==> config.mk <==
export PLATFORM = sky130hd
export DESIGN_NAME = riscv_multicycle_controller_flat
export DESIGN_NICKNAME = d
export VERILOG_FILES = /design/src/rtl/riscv_mc_pkg.sv /design/src/rtl/riscv_multicycle_controller_if.sv /design/src/rtl/riscv_multicycle_controller_branch_cond.sv /design/src/rtl/riscv_multicycle_controller.sv /design/src/flat_wrapper.sv
export SDC_FILE = /design/constraint.sdc
export NUM_CORES = 1
export LEC_CHECK = 0
export ABC_AREA = 1
export BUFFER_PORTS_ARGS = -buffer_cell sky130_fd_sc_hd__buf_4
export CORE_MARGIN = 2
export CORE_UTILIZATION = 42
export DETAILED_ROUTE_END_ITERATION = 6
export PLACE_DENSITY = 0.77
export SLEW_MARGIN = 0
export SYNTH_ARGS = -nofsm -noshare
export SYNTH_HDL_FRONTEND = slang
export SYNTH_SLANG_ARGS = --single-unit
export TNS_END_PERCENT = 20
==> constraint.sdc <==
create_clock -name clk -period 1.6 [get_ports clk]
set_clock_uncertainty 0.15 [all_clocks]
set_input_delay 0.24 -clock clk [delete_from_list [all_inputs] [get_ports clk]]
set_output_delay 0.24 -clock clk [all_outputs]
set_load 0.005 [all_outputs]
==> src/rtl/riscv_mc_pkg.sv <==
// Shared encodings for the multi-cycle RV32I control path: opcodes, FSM states
// and datapath mux selects.
package riscv_mc_pkg;

    localparam logic [6:0] OP_LOAD   = 7'b0000011;
    localparam logic [6:0] OP_STORE  = 7'b0100011;
    localparam logic [6:0] OP_OP     = 7'b0110011;
    localparam logic [6:0] OP_OPIMM  = 7'b0010011;
    localparam logic [6:0] OP_BRANCH = 7'b1100011;
    localparam logic [6:0] OP_JAL    = 7'b1101111;
    localparam logic [6:0] OP_JALR   = 7'b1100111;
    localparam logic [6:0] OP_LUI    = 7'b0110111;

    localparam logic [2:0] F3_BEQ = 3'b000;
    localparam logic [2:0] F3_BNE = 3'b001;
    localparam logic [2:0] F3_BLT = 3'b100;
    localparam logic [2:0] F3_BGE = 3'b101;

    localparam logic [1:0] RES_ALUOUT = 2'b00;
    localparam logic [1:0] RES_DATA   = 2'b01;
    localparam logic [1:0] RES_ALURES = 2'b10;
    localparam logic [1:0] RES_IMM    = 2'b11;

    localparam logic [1:0] SRCA_PC    = 2'b00;
    localparam logic [1:0] SRCA_OLDPC = 2'b01;
    localparam logic [1:0] SRCA_A     = 2'b10;

    localparam logic [1:0] SRCB_B    = 2'b00;
    localparam logic [1:0] SRCB_IMM  = 2'b01;
    localparam logic [1:0] SRCB_FOUR = 2'b10;

    localparam logic [1:0] ALUOP_ADD  = 2'b00;
    localparam logic [1:0] ALUOP_SUB  = 2'b01;
    localparam logic [1:0] ALUOP_FUNC = 2'b10;

    localparam logic [2:0] IMM_I = 3'b000;
    localparam logic [2:0] IMM_S = 3'b001;
    localparam logic [2:0] IMM_B = 3'b010;
    localparam logic [2:0] IMM_U = 3'b011;
    localparam logic [2:0] IMM_J = 3'b100;

    typedef enum logic [3:0] {
        S_FETCH     = 4'd0,
        S_DECODE    = 4'd1,
        S_MEM_ADR   = 4'd2,
        S_MEM_READ  = 4'd3,
        S_MEM_WB    = 4'd4,
        S_MEM_WRITE = 4'd5,
        S_EXEC_R    = 4'd6,
        S_EXEC_I    = 4'd7,
        S_ALU_WB    = 4'd8,
        S_BRANCH    = 4'd9,
        S_JAL       = 4'd10,
        S_JALR_PC   = 4'd11,
        S_LINK_WB   = 4'd12,
        S_LUI_WB    = 4'd13
    } state_t;

endpackage

==> src/rtl/riscv_multicycle_controller_if.sv <==
// Controller <-> datapath signal bundle; state is exposed for observation only.
interface riscv_multicycle_controller_if;
    import riscv_mc_pkg::*;

    logic [6:0] opcode;
    logic [2:0] funct3;
    logic       zero;
    logic       alu_lt;
    logic       mem_ready;

    logic       PCWrite;
    logic       AdrSrc;
    logic       MemWrite;
    logic       IRWrite;
    logic [1:0] ResultSrc;
    logic [1:0] ALUSrcA;
    logic [1:0] ALUSrcB;
    logic [1:0] ALUOp;
    logic [2:0] ImmSrc;
    logic       RegWrite;
    logic       instr_done;
    logic       illegal;
    state_t     state;

    modport master (
        input  opcode, funct3, zero, alu_lt, mem_ready,
        output PCWrite, AdrSrc, MemWrite, IRWrite, ResultSrc, ALUSrcA, ALUSrcB,
               ALUOp, ImmSrc, RegWrite, instr_done, illegal, state
    );

    modport slave (
        output opcode, funct3, zero, alu_lt, mem_ready,
        input  PCWrite, AdrSrc, MemWrite, IRWrite, ResultSrc, ALUSrcA, ALUSrcB,
               ALUOp, ImmSrc, RegWrite, instr_done, illegal, state
    );

endinterface

==> src/rtl/riscv_multicycle_controller_branch_cond.sv <==
// Branch outcome from ALU flags; shared with the pipelined core.
module branch_cond
    import riscv_mc_pkg::*;
(
    input  logic [2:0] funct3,
    input  logic       zero,
    input  logic       alu_lt,
    output logic       taken,
    output logic       bad_funct3
);

    always_comb begin
        taken      = 1'b0;
        bad_funct3 = 1'b0;
        case (funct3)
            F3_BEQ:  taken = zero;
            F3_BNE:  taken = ~zero;
            F3_BLT:  taken = alu_lt;
            F3_BGE:  taken = ~alu_lt;
            default: bad_funct3 = 1'b1;
        endcase
    end

endmodule

==> src/rtl/riscv_multicycle_controller.sv <==
// Multi-cycle RV32I control FSM: fetch/decode/execute/memory/writeback with
// memory wait handshake; outputs are decoded from state.
module riscv_multicycle_controller
    import riscv_mc_pkg::*;
#(
    parameter int MEM_WAIT = 1
) (
    input  logic                           clk,
    input  logic                           rst_n,
    riscv_multicycle_controller_if.master  bus
);

    state_t state, state_nxt;
    logic   rdy;
    logic   taken;
    logic   bad_f3;

    assign rdy       = (MEM_WAIT != 0) ? bus.mem_ready : 1'b1;
    assign bus.state = state;

    branch_cond u_branch_cond (
        .funct3     (bus.funct3),
        .zero       (bus.zero),
        .alu_lt     (bus.alu_lt),
        .taken      (taken),
        .bad_funct3 (bad_f3)
    );

    always_ff @(posedge clk) begin
        if (!rst_n) state <= S_FETCH;
        else        state <= state_nxt;
    end

    always_comb begin
        state_nxt      = S_FETCH;
        bus.PCWrite    = 1'b0;
        bus.AdrSrc     = 1'b0;
        bus.MemWrite   = 1'b0;
        bus.IRWrite    = 1'b0;
        bus.ResultSrc  = RES_ALUOUT;
        bus.ALUSrcA    = SRCA_PC;
        bus.ALUSrcB    = SRCB_B;
        bus.ALUOp      = ALUOP_ADD;
        bus.ImmSrc     = IMM_I;
        bus.RegWrite   = 1'b0;
        bus.instr_done = 1'b0;
        bus.illegal    = 1'b0;

        case (state)
            S_FETCH: begin
                bus.ALUSrcB   = SRCB_FOUR;
                bus.ResultSrc = RES_ALURES;
                bus.IRWrite   = rdy;
                bus.PCWrite   = rdy;
                state_nxt     = rdy ? S_DECODE : S_FETCH;
            end
            S_DECODE: begin
                bus.ALUSrcA = SRCA_OLDPC;
                bus.ALUSrcB = SRCB_IMM;
                if (bus.opcode == OP_JAL)         bus.ImmSrc = IMM_J;
                else if (bus.opcode == OP_BRANCH) bus.ImmSrc = IMM_B;
                case (bus.opcode)
                    OP_LOAD, OP_STORE: state_nxt = S_MEM_ADR;
                    OP_OP:             state_nxt = S_EXEC_R;
                    OP_OPIMM:          state_nxt = S_EXEC_I;
                    OP_BRANCH:         state_nxt = S_BRANCH;
                    OP_JAL:            state_nxt = S_JAL;
                    OP_JALR:           state_nxt = S_JALR_PC;
                    OP_LUI:            state_nxt = S_LUI_WB;
                    default: begin
                        bus.illegal    = 1'b1;
                        bus.instr_done = 1'b1;
                        state_nxt      = S_FETCH;
                    end
                endcase
            end
            S_MEM_ADR: begin
                bus.ALUSrcA = SRCA_A;
                bus.ALUSrcB = SRCB_IMM;
                bus.ImmSrc  = (bus.opcode == OP_STORE) ? IMM_S : IMM_I;
                state_nxt   = (bus.opcode == OP_STORE) ? S_MEM_WRITE : S_MEM_READ;
            end
            S_MEM_READ: begin
                bus.AdrSrc = 1'b1;
                state_nxt  = rdy ? S_MEM_WB : S_MEM_READ;
            end
            S_MEM_WB: begin
                bus.ResultSrc  = RES_DATA;
                bus.RegWrite   = 1'b1;
                bus.instr_done = 1'b1;
            end
            S_MEM_WRITE: begin
                bus.AdrSrc     = 1'b1;
                bus.MemWrite   = 1'b1;
                bus.instr_done = rdy;
                state_nxt      = rdy ? S_FETCH : S_MEM_WRITE;
            end
            S_EXEC_R: begin
                bus.ALUSrcA = SRCA_A;
                bus.ALUOp   = ALUOP_FUNC;
                state_nxt   = S_ALU_WB;
            end
            S_EXEC_I: begin
                bus.ALUSrcA = SRCA_A;
                bus.ALUSrcB = SRCB_IMM;
                bus.ALUOp   = ALUOP_FUNC;
                state_nxt   = S_ALU_WB;
            end
            S_ALU_WB: begin
                bus.RegWrite   = 1'b1;
                bus.instr_done = 1'b1;
            end
            S_BRANCH: begin
                bus.ALUSrcA    = SRCA_A;
                bus.ALUOp      = ALUOP_SUB;
                bus.PCWrite    = taken;
                bus.illegal    = bad_f3;
                bus.instr_done = 1'b1;
            end
            S_JAL: begin
                bus.PCWrite = 1'b1;
                state_nxt   = S_LINK_WB;
            end
            S_JALR_PC: begin
                bus.ALUSrcA   = SRCA_A;
                bus.ALUSrcB   = SRCB_IMM;
                bus.ResultSrc = RES_ALURES;
                bus.PCWrite   = 1'b1;
                state_nxt     = S_LINK_WB;
            end
            S_LINK_WB: begin
                // rd <= OldPC + 4, the return address
                bus.ALUSrcA    = SRCA_OLDPC;
                bus.ALUSrcB    = SRCB_FOUR;
                bus.ResultSrc  = RES_ALURES;
                bus.RegWrite   = 1'b1;
                bus.instr_done = 1'b1;
            end
            S_LUI_WB: begin
                bus.ImmSrc     = IMM_U;
                bus.ResultSrc  = RES_IMM;
                bus.RegWrite   = 1'b1;
                bus.instr_done = 1'b1;
            end
            default: state_nxt = S_FETCH;
        endcase

        // Reset silences every strobe and select, even mid-instruction.
        if (!rst_n) begin
            bus.PCWrite    = 1'b0;
            bus.AdrSrc     = 1'b0;
            bus.MemWrite   = 1'b0;
            bus.IRWrite    = 1'b0;
            bus.ResultSrc  = 2'b00;
            bus.ALUSrcA    = 2'b00;
            bus.ALUSrcB    = 2'b00;
            bus.ALUOp      = 2'b00;
            bus.ImmSrc     = 3'b000;
            bus.RegWrite   = 1'b0;
            bus.instr_done = 1'b0;
            bus.illegal    = 1'b0;
        end
    end

endmodule
==> src/flat_wrapper.sv <==
// flat-port wrapper written by rule: the top's interface ports become plain ports
module riscv_multicycle_controller_flat import riscv_mc_pkg::*;
#(
    parameter int MEM_WAIT = 1
)
  (clk, rst_n, bus_opcode, bus_funct3, bus_zero, bus_alu_lt, bus_mem_ready, bus_PCWrite, bus_AdrSrc, bus_MemWrite, bus_IRWrite, bus_ResultSrc, bus_ALUSrcA, bus_ALUSrcB, bus_ALUOp, bus_ImmSrc, bus_RegWrite, bus_instr_done, bus_illegal, bus_state);
  riscv_multicycle_controller_if bus_i ();
  input  logic clk;
  input  logic rst_n;
  input wire logic [$bits(bus_i.opcode)-1:0] bus_opcode;
  input wire logic [$bits(bus_i.funct3)-1:0] bus_funct3;
  input wire logic [$bits(bus_i.zero)-1:0] bus_zero;
  input wire logic [$bits(bus_i.alu_lt)-1:0] bus_alu_lt;
  input wire logic [$bits(bus_i.mem_ready)-1:0] bus_mem_ready;
  output wire logic [$bits(bus_i.PCWrite)-1:0] bus_PCWrite;
  output wire logic [$bits(bus_i.AdrSrc)-1:0] bus_AdrSrc;
  output wire logic [$bits(bus_i.MemWrite)-1:0] bus_MemWrite;
  output wire logic [$bits(bus_i.IRWrite)-1:0] bus_IRWrite;
  output wire logic [$bits(bus_i.ResultSrc)-1:0] bus_ResultSrc;
  output wire logic [$bits(bus_i.ALUSrcA)-1:0] bus_ALUSrcA;
  output wire logic [$bits(bus_i.ALUSrcB)-1:0] bus_ALUSrcB;
  output wire logic [$bits(bus_i.ALUOp)-1:0] bus_ALUOp;
  output wire logic [$bits(bus_i.ImmSrc)-1:0] bus_ImmSrc;
  output wire logic [$bits(bus_i.RegWrite)-1:0] bus_RegWrite;
  output wire logic [$bits(bus_i.instr_done)-1:0] bus_instr_done;
  output wire logic [$bits(bus_i.illegal)-1:0] bus_illegal;
  output wire logic [$bits(bus_i.state)-1:0] bus_state;
  assign bus_i.opcode = bus_opcode;
  assign bus_i.funct3 = bus_funct3;
  assign bus_i.zero = bus_zero;
  assign bus_i.alu_lt = bus_alu_lt;
  assign bus_i.mem_ready = bus_mem_ready;
  assign bus_PCWrite = bus_i.PCWrite;
  assign bus_AdrSrc = bus_i.AdrSrc;
  assign bus_MemWrite = bus_i.MemWrite;
  assign bus_IRWrite = bus_i.IRWrite;
  assign bus_ResultSrc = bus_i.ResultSrc;
  assign bus_ALUSrcA = bus_i.ALUSrcA;
  assign bus_ALUSrcB = bus_i.ALUSrcB;
  assign bus_ALUOp = bus_i.ALUOp;
  assign bus_ImmSrc = bus_i.ImmSrc;
  assign bus_RegWrite = bus_i.RegWrite;
  assign bus_instr_done = bus_i.instr_done;
  assign bus_illegal = bus_i.illegal;
  assign bus_state = bus_i.state;
  riscv_multicycle_controller #(.MEM_WAIT(MEM_WAIT)) u_core (.clk(clk), .rst_n(rst_n), .bus(bus_i));
endmodule
==> impl_metrics.env, run 1 <==
export IMPL_stdcell_area_um2=1240
export IMPL_netlist_area_um2=636
export IMPL_power_density_nw_per_um2=316
export IMPL_antennaDiodeCount=0
export IMPL_clk_path_buf_depth=2
export IMPL_hold_ws_ps=162
export IMPL_wl_met1_um=1050
export IMPL_grt_pass1_wl_um=3880
export IMPL_cts_tree="yes"
export IMPL_top_register="u_core.bus.state"
export IMPL_largest_reg_flops=4
export IMPL_grt_pass1_vias=961
export IMPL_holdPathStages=3
export IMPL_leakage_uw=0.000648
export IMPL_die_area_um2=1840
export IMPL_top_regs="u_core.bus.state: 4 flops"
export IMPL_met2_length_um=1440
export IMPL_antenna_found_initial=0
export IMPL_crit_start="u_core.bus.state[0]"
export IMPL_crit_fanout=4
export IMPL_p_clk_frac=0.307
export IMPL_timing_rr_end="u_core.bus.state[2]"
export IMPL_drt_initial_drc_count=19
export IMPL_tightest_slew_ps=341
export IMPL_power_switching_share=0.325
export IMPL_drv_slew=0
export IMPL_rsz0062_at_grt="true"
export IMPL_fin_crit_sh=1.11
export IMPL_reg2regPathDepth=7
export IMPL_crit_chain="inv_2 > nand2_2 > inv_1 > nand2_1 > nand2_1 > nor3_2 > a21oi_2 > buf_4"
export IMPL_synthCells=129
export IMPL_end_kind="primary output"
export IMPL_crit_top_cell="nand2_1"
export IMPL_dpl_hpwl_um=1840
export IMPL_ys_ff_latch=4
export IMPL_routed_top_layer="met4"
export IMPL_place_worst_setup_slack_ps=2.63
export IMPL_synth_warnings=0
export IMPL_route_met3_wl_um=147
export IMPL_crit_path_max_incr_delay_ps=370
export IMPL_hp_class="in -> reg"
export IMPL_intPower_uw=264
export IMPL_drive_gt1_frac=0.545
export IMPL_postSynthAreaPerCell_um2=4.93
export IMPL_viasPerCell=5.39
export IMPL_seq_power_share=0.262
export IMPL_die_h_um=42.9
export IMPL_start_util=0.437
export IMPL_pwr_share_comb=0.431
export IMPL_criticalPathCategory="reg -> out"
export IMPL_fillCellCount=97
export IMPL_hold_viol_final=0
export IMPL_grt_usage=0.271
export IMPL_utilization=0.855
export IMPL_syn_nets=144
export IMPL_grt_overflow=0
export IMPL_drtPass1Iterations=4
export IMPL_grt_max_degree=18
export IMPL_fmax_mhz=564
export IMPL_ant_nets=0
export IMPL_num_vias=1105
export IMPL_worst_path_buf_inv=3
export IMPL_ys_types=18
export IMPL_fin_crit_ps=1770
export IMPL_cts_root_buffer_cell="clkbuf_4"
export IMPL_r2r_setup_slack_ps=200
export IMPL_rows=14
export IMPL_switching_power_uw=128
export IMPL_slowest_stage="dfxtp_4"
export IMPL_cts_buffers=3
export IMPL_cts_sinks=4
export IMPL_cts_clk_slew_worst_paths_ps=40
export IMPL_placed_area_um2=1060
export IMPL_finalSetupViolations=15
export IMPL_die_w_um=42.9
export IMPL_final_nets=206
export IMPL_io_buffers=36
export IMPL_drc=0
export IMPL_endpoint="bus_instr_done"
export IMPL_wl_per_cell_um=13.1
export IMPL_htree_levels=1
export IMPL_ctsHoldBuffers=0
export IMPL_arrival_ps=1380
export IMPL_ys_seq_area_frac=0.126
export IMPL_syn_to_final_growth_pct=95.5
export IMPL_wl_um=2680
export IMPL_worst_ir_drop_vdd_uv=553
export IMPL_max_slew_margin=0.771
export IMPL_required_ps=1210
export IMPL_clock_insertion_delay_worst_skew_ps=230
export IMPL_status="finished, violations left"
export IMPL_critical_path_top_delay_family="simple AND/OR/NAND/NOR gates"
export IMPL_violations="negative setup slack"
export IMPL_crit_path_start_kind="register"
export IMPL_fin_ws_ps=-173
export IMPL_crit_cells=8
export IMPL_io_pins=37
export IMPL_cap_violations=0
export IMPL_core_um2=1450
export IMPL_rr_startpoint="u_core.bus.state[3]"
export IMPL_gp_congestion=0.929
-- layout by cell type (no fill, tap or decap) --
cell / n
inv_2: 6
clkbuf_4: 3
nor4_4: 1
nand2_2: 7
xor2_1: 1
nand2_4: 1
nand4_1: 1
nor3_2: 4
nor2_2: 6
nand2_1: 30
a31oi_1: 2
inv_1: 14
inv_4: 2
nor2_1: 13
o21ai_2: 1
nand3_1: 8
o21ai_0: 3
buf_6: 3
a21oi_1: 8
nand3_2: 3
nor2_4: 2
dfxtp_4: 3
o21ai_1: 3
nor3_1: 3
buf_4: 55
a21oi_2: 5
dfxtp_2: 1
-- power groups by stage --
stage / combinational, µW / clock [µW] / sequential, µW
global route: 183 / 130 / 103
CTS: 153 / 123 / 105
global placement: 141 / 0 / 106
finish: 169 / 121 / 103
floorplan: 58.3 / 0 / 107
detailed placement: 144 / 0 / 106
-- tightest hold or removal path: stages --
cell and delay (ps):
buf_4 120, nand3_1 80, a21oi_1 60
-- worst min path at each step --
| stage | endpoint | slack (ps) | startpoint |
|---|---|---|---|
| 6_report | u_core.bus.state[2] | 160 | bus_opcode[4] |
| 5_1_grt | u_core.bus.state[2] | 200 | bus_opcode[4] |
| 4_1_cts | u_core.bus.state[2] | 170 | bus_opcode[4] |
| 3_5_place_dp | u_core.bus.state[2] | 410 | bus_opcode[4] |
| 3_3_place_gp | u_core.bus.state[2] | 390 | bus_opcode[4] |
| 2_1_floorplan | u_core.bus.state[2] | 250 | bus_opcode[4] |
-- per-stage QoR --
stage / TNS (ps) / total power (µW) / std cells
2_1_floorplan: 0 / 165 / 129
3_3_place_gp: 0 / 247 / 199
3_5_place_dp: 0 / 250 / 199
4_1_cts: -1150 / 381 / 203
5_1_grt: -2320 / 416 / 205
6_report: -1370 / 392 / 205
-- final cells by class --
cell class,instances,area [µm²],share of cell area
multi-input combinational,102,573,0.461
timing repair buffer,58,447,0.360
sequential,4,92.6,0.0745
inverter,22,87.6,0.0705
clock buffer,3,22.5,0.0181
tap,16,20.0,0.0161
-- kinds of logic (layout without fill, tap and decap cells) --
family | count (synthesis) | after routing | synth area share
and+or+nand+nor | 79 | 79 | 0.547
buffers and inverters | 23 | 83 | 0.136
AOI/OAI and AO/OA | 22 | 22 | 0.177
DFF | 4 | 4 | 0.126
xor gates and xnor gates | 1 | 1 | 0.0138
-- synth_stat cells --
cell	number	area share
nor2_2	3	0.030
buf_1	1	0.0059
a21oi_1	13	0.10
nand4_1	1	0.0098
inv_2	4	0.024
o21ai_0	3	0.024
a31oi_1	2	0.020
xor2_1	1	0.014
nor2_1	18	0.11
o21ai_1	4	0.031
nor3_2	1	0.016
dfxtp_1	4	0.13
nor4_2	1	0.020
nand3_2	1	0.016
nand2_1	38	0.22
inv_1	18	0.11
nor3_1	6	0.047
nand3_1	10	0.079
-- repair_timing --
item | 4_1_cts | 5_1_grt
setup endpoints to repair | 17 | 18
hold endpoints to repair | 0 | 0
buffers inserted | 1 | 2
resized for setup | 25 | 19
pin swaps | 7 | 4
-- routing by layer --
| layer | vias to the layer above | track usage |
|---|---|---|
| met4 | 0 | 0.125 |
| met5 | - | 0 |
| met2 | 52 | 0.470 |
| met3 | 5 | 0.0426 |
| li1 | 543 | - |
| met1 | 505 | 0.321 |
No activity file was read; power rests on OpenSTA's default activity.
==> inputs of run 2 (changes only) <==
--- a/config.mk
+++ b/config.mk
@@ -8,10 +8,11 @@
 export ABC_AREA = 1
 export BUFFER_PORTS_ARGS = -buffer_cell sky130_fd_sc_hd__buf_4
 export CORE_MARGIN = 2
-export CORE_UTILIZATION = 42
+export CORE_UTILIZATION = 44
+export CTS_BUF_LIST = sky130_fd_sc_hd__clkbuf_4 sky130_fd_sc_hd__clkbuf_8
 export DETAILED_ROUTE_END_ITERATION = 6
-export PLACE_DENSITY = 0.77
-export SLEW_MARGIN = 0
+export PLACE_DENSITY = 0.81
+export SLEW_MARGIN = 5
 export SYNTH_ARGS = -nofsm -noshare
 export SYNTH_HDL_FRONTEND = slang
 export SYNTH_SLANG_ARGS = --single-unit
==> run 2 against run 1 <==
  * The flow now stops in global routing (5_1_grt)
  * Synthesized cell count unchanged
  * Synthesized area is the same
==> impl_metrics.env, run 2 <==
export IMPL_worstEpCategory="output port"
export IMPL_place_worst_setup_slack_ps=-41.6
export IMPL_synthTopCellsByArea="nand2_1, dfxtp_1, inv_1"
export IMPL_ys_ff_latch=4
export IMPL_postSynthAreaPerCell_um2=4.93
export IMPL_placed_area_um2=1050
export IMPL_dpl_hpwl_um=1990
export IMPL_synth_warnings=0
export IMPL_ys_types=18
export IMPL_cts_sinks=4
export IMPL_die_h_um=42.0
export IMPL_synth_edff_count=0
export IMPL_htree_levels=1
export IMPL_cts_buffers=3
export IMPL_error="[ERROR DPL-0038] Utilization greater than 100%, impossible to legalize"
export IMPL_cts_root_buffer_cell="clkbuf_4"
export IMPL_yosysMostFrequentCell="nand2_1"
export IMPL_yosys_area_top_type="nand2_1"
export IMPL_netlist_area_um2=636
export IMPL_failed_stage="global routing (5_1_grt)"
export IMPL_synth_ff_type="dfxtp_1"
export IMPL_gp_congestion=0.915
export IMPL_io_buffers=36
export IMPL_synthArstFlopShare=0
export IMPL_syn_nets=144
export IMPL_grt_max_degree=18
export IMPL_clk_path_buf_depth=2
export IMPL_synthCells=129
export IMPL_ctsHoldBuffers=0
export IMPL_status="did not finish"
export IMPL_synthTopCellsByCount="nand2_1, inv_1, nor2_1"
export IMPL_die_w_um=42.0
export IMPL_yosysTopAreaCellShare=0.224
export IMPL_rows=13
export IMPL_start_util=0.482
export IMPL_ys_seq_area_frac=0.126
export IMPL_worstEndpointGrtRepair="bus_ImmSrc[0]"
export IMPL_io_pins=37
[run 2: cell counts after synthesis]
No cell type changed its count.
[run 2: cell families after synthesis]
kind of cell / share of synthesized area
xor gates and xnor gates: 0.0138
buffers and inverters: 0.136
and+or+nand+nor: 0.547
AOI/OAI and AO/OA: 0.177
DFF: 0.126
[run 2: timing repair]
action / CTS
setup buffers: 5
cloned: 0
pin swaps: 9
hold endpoints to repair: 0
endpoints found under the setup margin: 18
resized for setup: 25
[run 2: metrics by stage]
stage | std cells | utilization | setup TNS (ps)
after floorplan | 129 | - | 0
after global placement | 196 | 0.796 | 0
after detailed placement | 196 | 0.796 | -69.7
after CTS | 204 | 0.897 | -1500
==> inputs of run 3 (changes only) <==
--- a/config.mk
+++ b/config.mk
@@ -7,11 +7,10 @@
 export LEC_CHECK = 0
 export ABC_AREA = 1
 export BUFFER_PORTS_ARGS = -buffer_cell sky130_fd_sc_hd__buf_4
-export CORE_MARGIN = 2
-export CORE_UTILIZATION = 44
-export CTS_BUF_LIST = sky130_fd_sc_hd__clkbuf_4 sky130_fd_sc_hd__clkbuf_8
+export CORE_AREA = 2 2 63 65
 export DETAILED_ROUTE_END_ITERATION = 6
-export PLACE_DENSITY = 0.81
+export DIE_AREA = 0 0 65 67
+export PLACE_DENSITY_LB_ADDON = 0.15
 export SLEW_MARGIN = 5
 export SYNTH_ARGS = -nofsm -noshare
 export SYNTH_HDL_FRONTEND = slang
==> run 3 against run 2 <==
  * The flow now finishes, with violations (negative setup slack)
==> impl_metrics.env, run 3 (synthesized netlist as in run 1, its figures left out) <==
export IMPL_viasPerCell=4.26
export IMPL_grt_max_degree=18
export IMPL_ctsHoldBuffers=0
export IMPL_hp_class="in -> reg"
export IMPL_finalSetupViolations=15
export IMPL_fillCellCount=387
export IMPL_top_regs="u_core.bus.state: 4 flops"
export IMPL_cts_tree="yes"
export IMPL_grt_usage=0.122
export IMPL_violations="negative setup slack"
export IMPL_status="finished, violations left"
export IMPL_antennaDiodeCount=0
export IMPL_crit_path_start_kind="register"
export IMPL_placed_area_um2=1130
export IMPL_grt_overflow=0
export IMPL_power_total_uw=486
export IMPL_power_density_nw_per_um2=346
export IMPL_drtPass1Iterations=4
export IMPL_syn_to_final_growth_pct=121
export IMPL_final_nets=212
export IMPL_drt_initial_drc_count=19
export IMPL_tightest_slew_ps=398
export IMPL_slowest_stage="dfxtp_4"
export IMPL_clock_insertion_delay_worst_skew_ps=220
export IMPL_wl_um=2630
export IMPL_fin_crit_sh=1.08
export IMPL_leakage_uw=0.000703
export IMPL_antenna_found_initial=0
export IMPL_rows=22
export IMPL_drive_gt1_frac=0.559
export IMPL_drc=0
export IMPL_fin_ws_ps=-123
export IMPL_crit_chain="buf_6 > nor2_4 > nand2_2 > nor2_2 > nor3_2 > a21oi_2 > buf_4"
export IMPL_dpl_hpwl_um=2100
export IMPL_die_w_um=65
export IMPL_drv_slew=0
export IMPL_start_util=0.176
export IMPL_cap_violations=0
export IMPL_end_kind="primary output"
export IMPL_required_ps=1210
export IMPL_fmax_mhz=580
export IMPL_final_cell_mix="buf_4, nand2_1, inv_1, nor2_1"
export IMPL_die_area_um2=4360
export IMPL_cts_root_buffer_cell="clkbuf_8"
export IMPL_die_h_um=67
export IMPL_utilization=0.390
export IMPL_arrival_ps=1330
export IMPL_grt_pass1_vias=983
export IMPL_htree_levels=1
export IMPL_wl_per_cell_um=10.8
export IMPL_clk_path_buf_depth=2
export IMPL_stdcell_area_um2=1410
export IMPL_cts_buffers=3
export IMPL_cts_sinks=4
export IMPL_cts_clk_slew_worst_paths_ps=30
export IMPL_max_slew_margin=0.733
export IMPL_largest_reg_flops=4
export IMPL_num_vias=1036
export IMPL_rsz0062_at_grt="true"
export IMPL_io_pins=37
export IMPL_worst_ir_drop_vdd_uv=140
export IMPL_grt_pass1_wl_um=4120
export IMPL_core_um2=3610
export IMPL_ant_nets=0
export IMPL_crit_fanout=4
export IMPL_hold_viol_final=0
export IMPL_mostFrequentLayoutCell="buf_4"
export IMPL_gp_congestion=0.868
export IMPL_crit_path_max_incr_delay_ps=370
export IMPL_io_buffers=36
export IMPL_top_register="u_core.bus.state"
export IMPL_fin_crit_ps=1720
export IMPL_criticalPathCategory="reg -> out"
-- run 3: repair_timing --
item | in CTS | in global routing
resized for setup | 38 | 19
setup buffers | 3 | 2
setup endpoints to repair | 18 | 18
pin swaps | 14 | 7
-- run 3: power by group --
| group | total (µW) | switching [µW] | internal (µW) |
|---|---|---|---|
| sequential | 103 | 3.75 | 99.1 |
| clock | 212 | 51.6 | 160 |
| combinational | 172 | 86.1 | 85.5 |
-- run 3: path summary, 6_finish.rpt --
kind | depth (start not counted) | slack (ps) | endpoint | startpoint
setup / recovery | 7 | -120 | bus_instr_done | u_core.bus.state[3]
setup reg to reg | 6 | 210 | u_core.bus.state[2] | u_core.bus.state[3]
hold reg to reg | 6 | 680 | u_core.bus.state[0] | u_core.bus.state[0]
hold / removal | 3 | 200 | u_core.bus.state[2] | bus_opcode[4]
-- run 3: area by class of cell --
type | count | area, µm² | area share
repair buffers | 64 | 499 | 0.355
multi-input cells | 102 | 616 | 0.438
flip-flops and latches | 4 | 92.6 | 0.0658
clock buffers | 3 | 41.3 | 0.0294
inverters | 22 | 97.6 | 0.0694
well taps | 48 | 60.1 | 0.0427
-- run 3: layer usage --
layer,global-route usage,part of all wire,wire length (µm)
met1,0.133,0.40,1060
met2,0.228,0.52,1370
met3,0.0152,0.055,145
met4,0.0665,0.021,56
met5,0,0,0
-- run 3: per-stage QoR --
step	TNS, ps	setup slack (ps)	hold slack, ps	cells
after floorplan	0	173	254	129
after global placement	-104	-38.4	414	235
after detailed placement	-145	-58.3	412	235
after CTS	-1260	-136	195	241
after global routing	-2130	-194	200	243
final	-933	-123	195	243
-- run 3: worst max-delay path, delay by kind of cell (launching register included) --
| family | cells | cell delay [ps] |
|---|---|---|
| buffers and inverters | 2 | 250 |
| AOI/OAI and AO/OA | 1 | 140 |
| and+or+nand+nor | 4 | 370 |
| DFF | 1 | 370 |
==> inputs of run 4 (changes only) <==
--- a/config.mk
+++ b/config.mk
@@ -11,6 +11,7 @@
 export DETAILED_ROUTE_END_ITERATION = 6
 export DIE_AREA = 0 0 65 67
 export PLACE_DENSITY_LB_ADDON = 0.15
+export SKIP_LAST_GASP = 1
 export SLEW_MARGIN = 5
 export SYNTH_ARGS = -nofsm -noshare
 export SYNTH_HDL_FRONTEND = slang
==> run 4 against run 3 <==
  * The flow still finishes with violations (negative setup slack)
  * Via count is 0.97% higher
  * Count of clock-buffer cells in the layout stayed put
  * Non-clock buffer count stayed put
  * Sequential share of layout area is 0.19 points higher
  * Critical path depth stayed put
  * Routed wire length is 0.30% higher
  * Maximum frequency is 0.90% lower
  * Worst setup slack worse by 16 ps
  * Critical endpoint is now bus_ALUSrcB[0]
  * Highest routed layer unchanged
==> impl_metrics.env, run 4 (synthesized netlist as in run 1, its figures left out) <==
export IMPL_timing_rr_end="u_core.bus.state[2]"
export IMPL_violations="negative setup slack"
export IMPL_drv_slew=0
export IMPL_gp_congestion=0.868
export IMPL_clock_insertion_delay_worst_skew_ps=220
export IMPL_largest_reg_flops=4
export IMPL_final_nets=212
export IMPL_hp_class="in -> reg"
export IMPL_finalSetupViolations=16
export IMPL_drc=0
export IMPL_top_regs="u_core.bus.state: 4 flops"
export IMPL_core_um2=3610
export IMPL_switching_power_uw=140
export IMPL_drive_gt1_frac=0.528
export IMPL_cts_sinks=4
export IMPL_rr_startpoint="u_core.bus.state[2]"
export IMPL_drt_initial_drc_count=26
export IMPL_final_cells=243
export IMPL_p_clk_frac=0.436
export IMPL_fin_crit_ps=1740
export IMPL_antenna_found_initial=0
export IMPL_io_buffers=36
export IMPL_cap_violations=0
export IMPL_status="finished, violations left"
export IMPL_cts_root_buffer_cell="clkbuf_8"
export IMPL_arrival_ps=1350
export IMPL_grt_pass1_wl_um=4140
export IMPL_drtPass1Iterations=4
export IMPL_die_w_um=65
export IMPL_end_kind="primary output"
export IMPL_required_ps=1210
export IMPL_crit_start="u_core.bus.state[3]"
export IMPL_mostFrequentLayoutCell="buf_4"
export IMPL_tightest_slew_ps=398
export IMPL_start_util=0.176
export IMPL_fin_crit_sh=1.09
export IMPL_dpl_hpwl_um=2100
export IMPL_utilization=0.379
export IMPL_crit_fanout=4
export IMPL_cts_tree="yes"
export IMPL_crit_path_start_kind="register"
export IMPL_fillCellCount=391
export IMPL_cts_buffers=3
export IMPL_power_switching_share=0.287
export IMPL_io_pins=37
export IMPL_r2r_setup_slack_ps=210
export IMPL_clk_path_buf_depth=2
export IMPL_hold_viol_final=0
export IMPL_wl_um=2640
export IMPL_fmax_mhz=575
export IMPL_top_register="u_core.bus.state"
export IMPL_place_worst_setup_slack_ps=-58.3
export IMPL_grt_max_degree=18
export IMPL_antennaDiodeCount=0
export IMPL_intPower_uw=346
export IMPL_rows=22
export IMPL_cts_clk_slew_worst_paths_ps=30
export IMPL_syn_to_final_growth_pct=115
export IMPL_reg2regPathDepth=6
export IMPL_htree_levels=1
export IMPL_dp_cells=235
export IMPL_ant_nets=0
export IMPL_fin_ws_ps=-139
export IMPL_viasPerCell=4.30
export IMPL_multi_input_area_um2=591
export IMPL_seq_power_share=0.211
export IMPL_wl_per_cell_um=10.8
export IMPL_leakage_uw=0.000698
export IMPL_endpoint="bus_ALUSrcB[0]"
export IMPL_final_cell_mix="buf_4, nand2_1, inv_1, nor2_1, a21oi_1"
export IMPL_grt_overflow=0
export IMPL_num_vias=1046
export IMPL_die_area_um2=4360
export IMPL_worst_ir_drop_vdd_uv=140
export IMPL_max_slew_margin=0.733
export IMPL_power_density_nw_per_um2=356
export IMPL_pwr_share_comb=0.353
export IMPL_grt_usage=0.123
export IMPL_rsz0062_at_grt="true"
export IMPL_grt_pass1_vias=980
export IMPL_seq_area_um2=92.6
export IMPL_criticalPathCategory="reg -> out"
export IMPL_die_h_um=67
run 4: cell counts in the layout (fill, tap and decap cells not counted):
Identical to the previous run, type by type.
run 4: worst min path at each step:
stage | end | depth (start not counted) | slack, ps | start
2_1_floorplan | u_core.bus.state[2] | 2 | 250 | bus_opcode[4]
3_3_place_gp | u_core.bus.state[2] | 3 | 410 | bus_opcode[4]
3_5_place_dp | u_core.bus.state[2] | 3 | 410 | bus_opcode[4]
4_1_cts | u_core.bus.state[2] | 3 | 200 | bus_opcode[4]
5_1_grt | u_core.bus.state[2] | 3 | 200 | bus_opcode[4]
6_report | u_core.bus.state[2] | 3 | 200 | bus_opcode[4]
run 4: what timing repair did:
| item | 4_1_cts | 5_1_grt |
|---|---|---|
| setup endpoints to repair | 18 | 18 |
| setup buffers | 3 | 2 |
| pin swaps | 14 | 5 |
| resized for setup | 34 | 11 |
| hold buffers | 0 | 0 |
run 4: per-layer routing:
layer / track usage / wire [µm] / part of all wire
met4: 0.0665 / 52 / 0.020
met5: 0 / 0 / 0
met3: 0.0152 / 163 / 0.062
met1: 0.136 / 1040 / 0.39
met2: 0.227 / 1380 / 0.52
run 4: worst max-delay path, stage by stage (launching register included):
cell and delay (ps):
dfxtp_4 370, buf_6 130, nor2_4 100, nand2_2 90, nand2_2 80, nand2_1 50, a31oi_1 170, buf_4 130
run 4: layout make-up:
type	count	share of cell area
flip-flops and latches	4	0.0678
clock buffers	3	0.0302
inverters	22	0.0714
repair buffers	64	0.354
well taps	48	0.0440
multi-input cells	102	0.432
run 4: through the flow:
stage | hold WS, ps | total power [µW] | TNS [ps] | instance area (µm²)
floorplan | 254 | 165 | 0 | 636
global placement | 414 | 253 | -104 | 1130
detailed placement | 412 | 254 | -145 | 1130
CTS | 195 | 485 | -1340 | 1310
global route | 200 | 518 | -2450 | 1370
finish | 195 | 486 | -1120 | 1370
run 4: power by group through the flow:
stage	logic, µW	clock network, µW	registers (µW)
3_3_place_gp	148	0	106
5_1_grt	191	225	103
4_1_cts	166	218	102
6_report	172	212	103
3_5_place_dp	148	0	106
2_1_floorplan	58.3	0	107
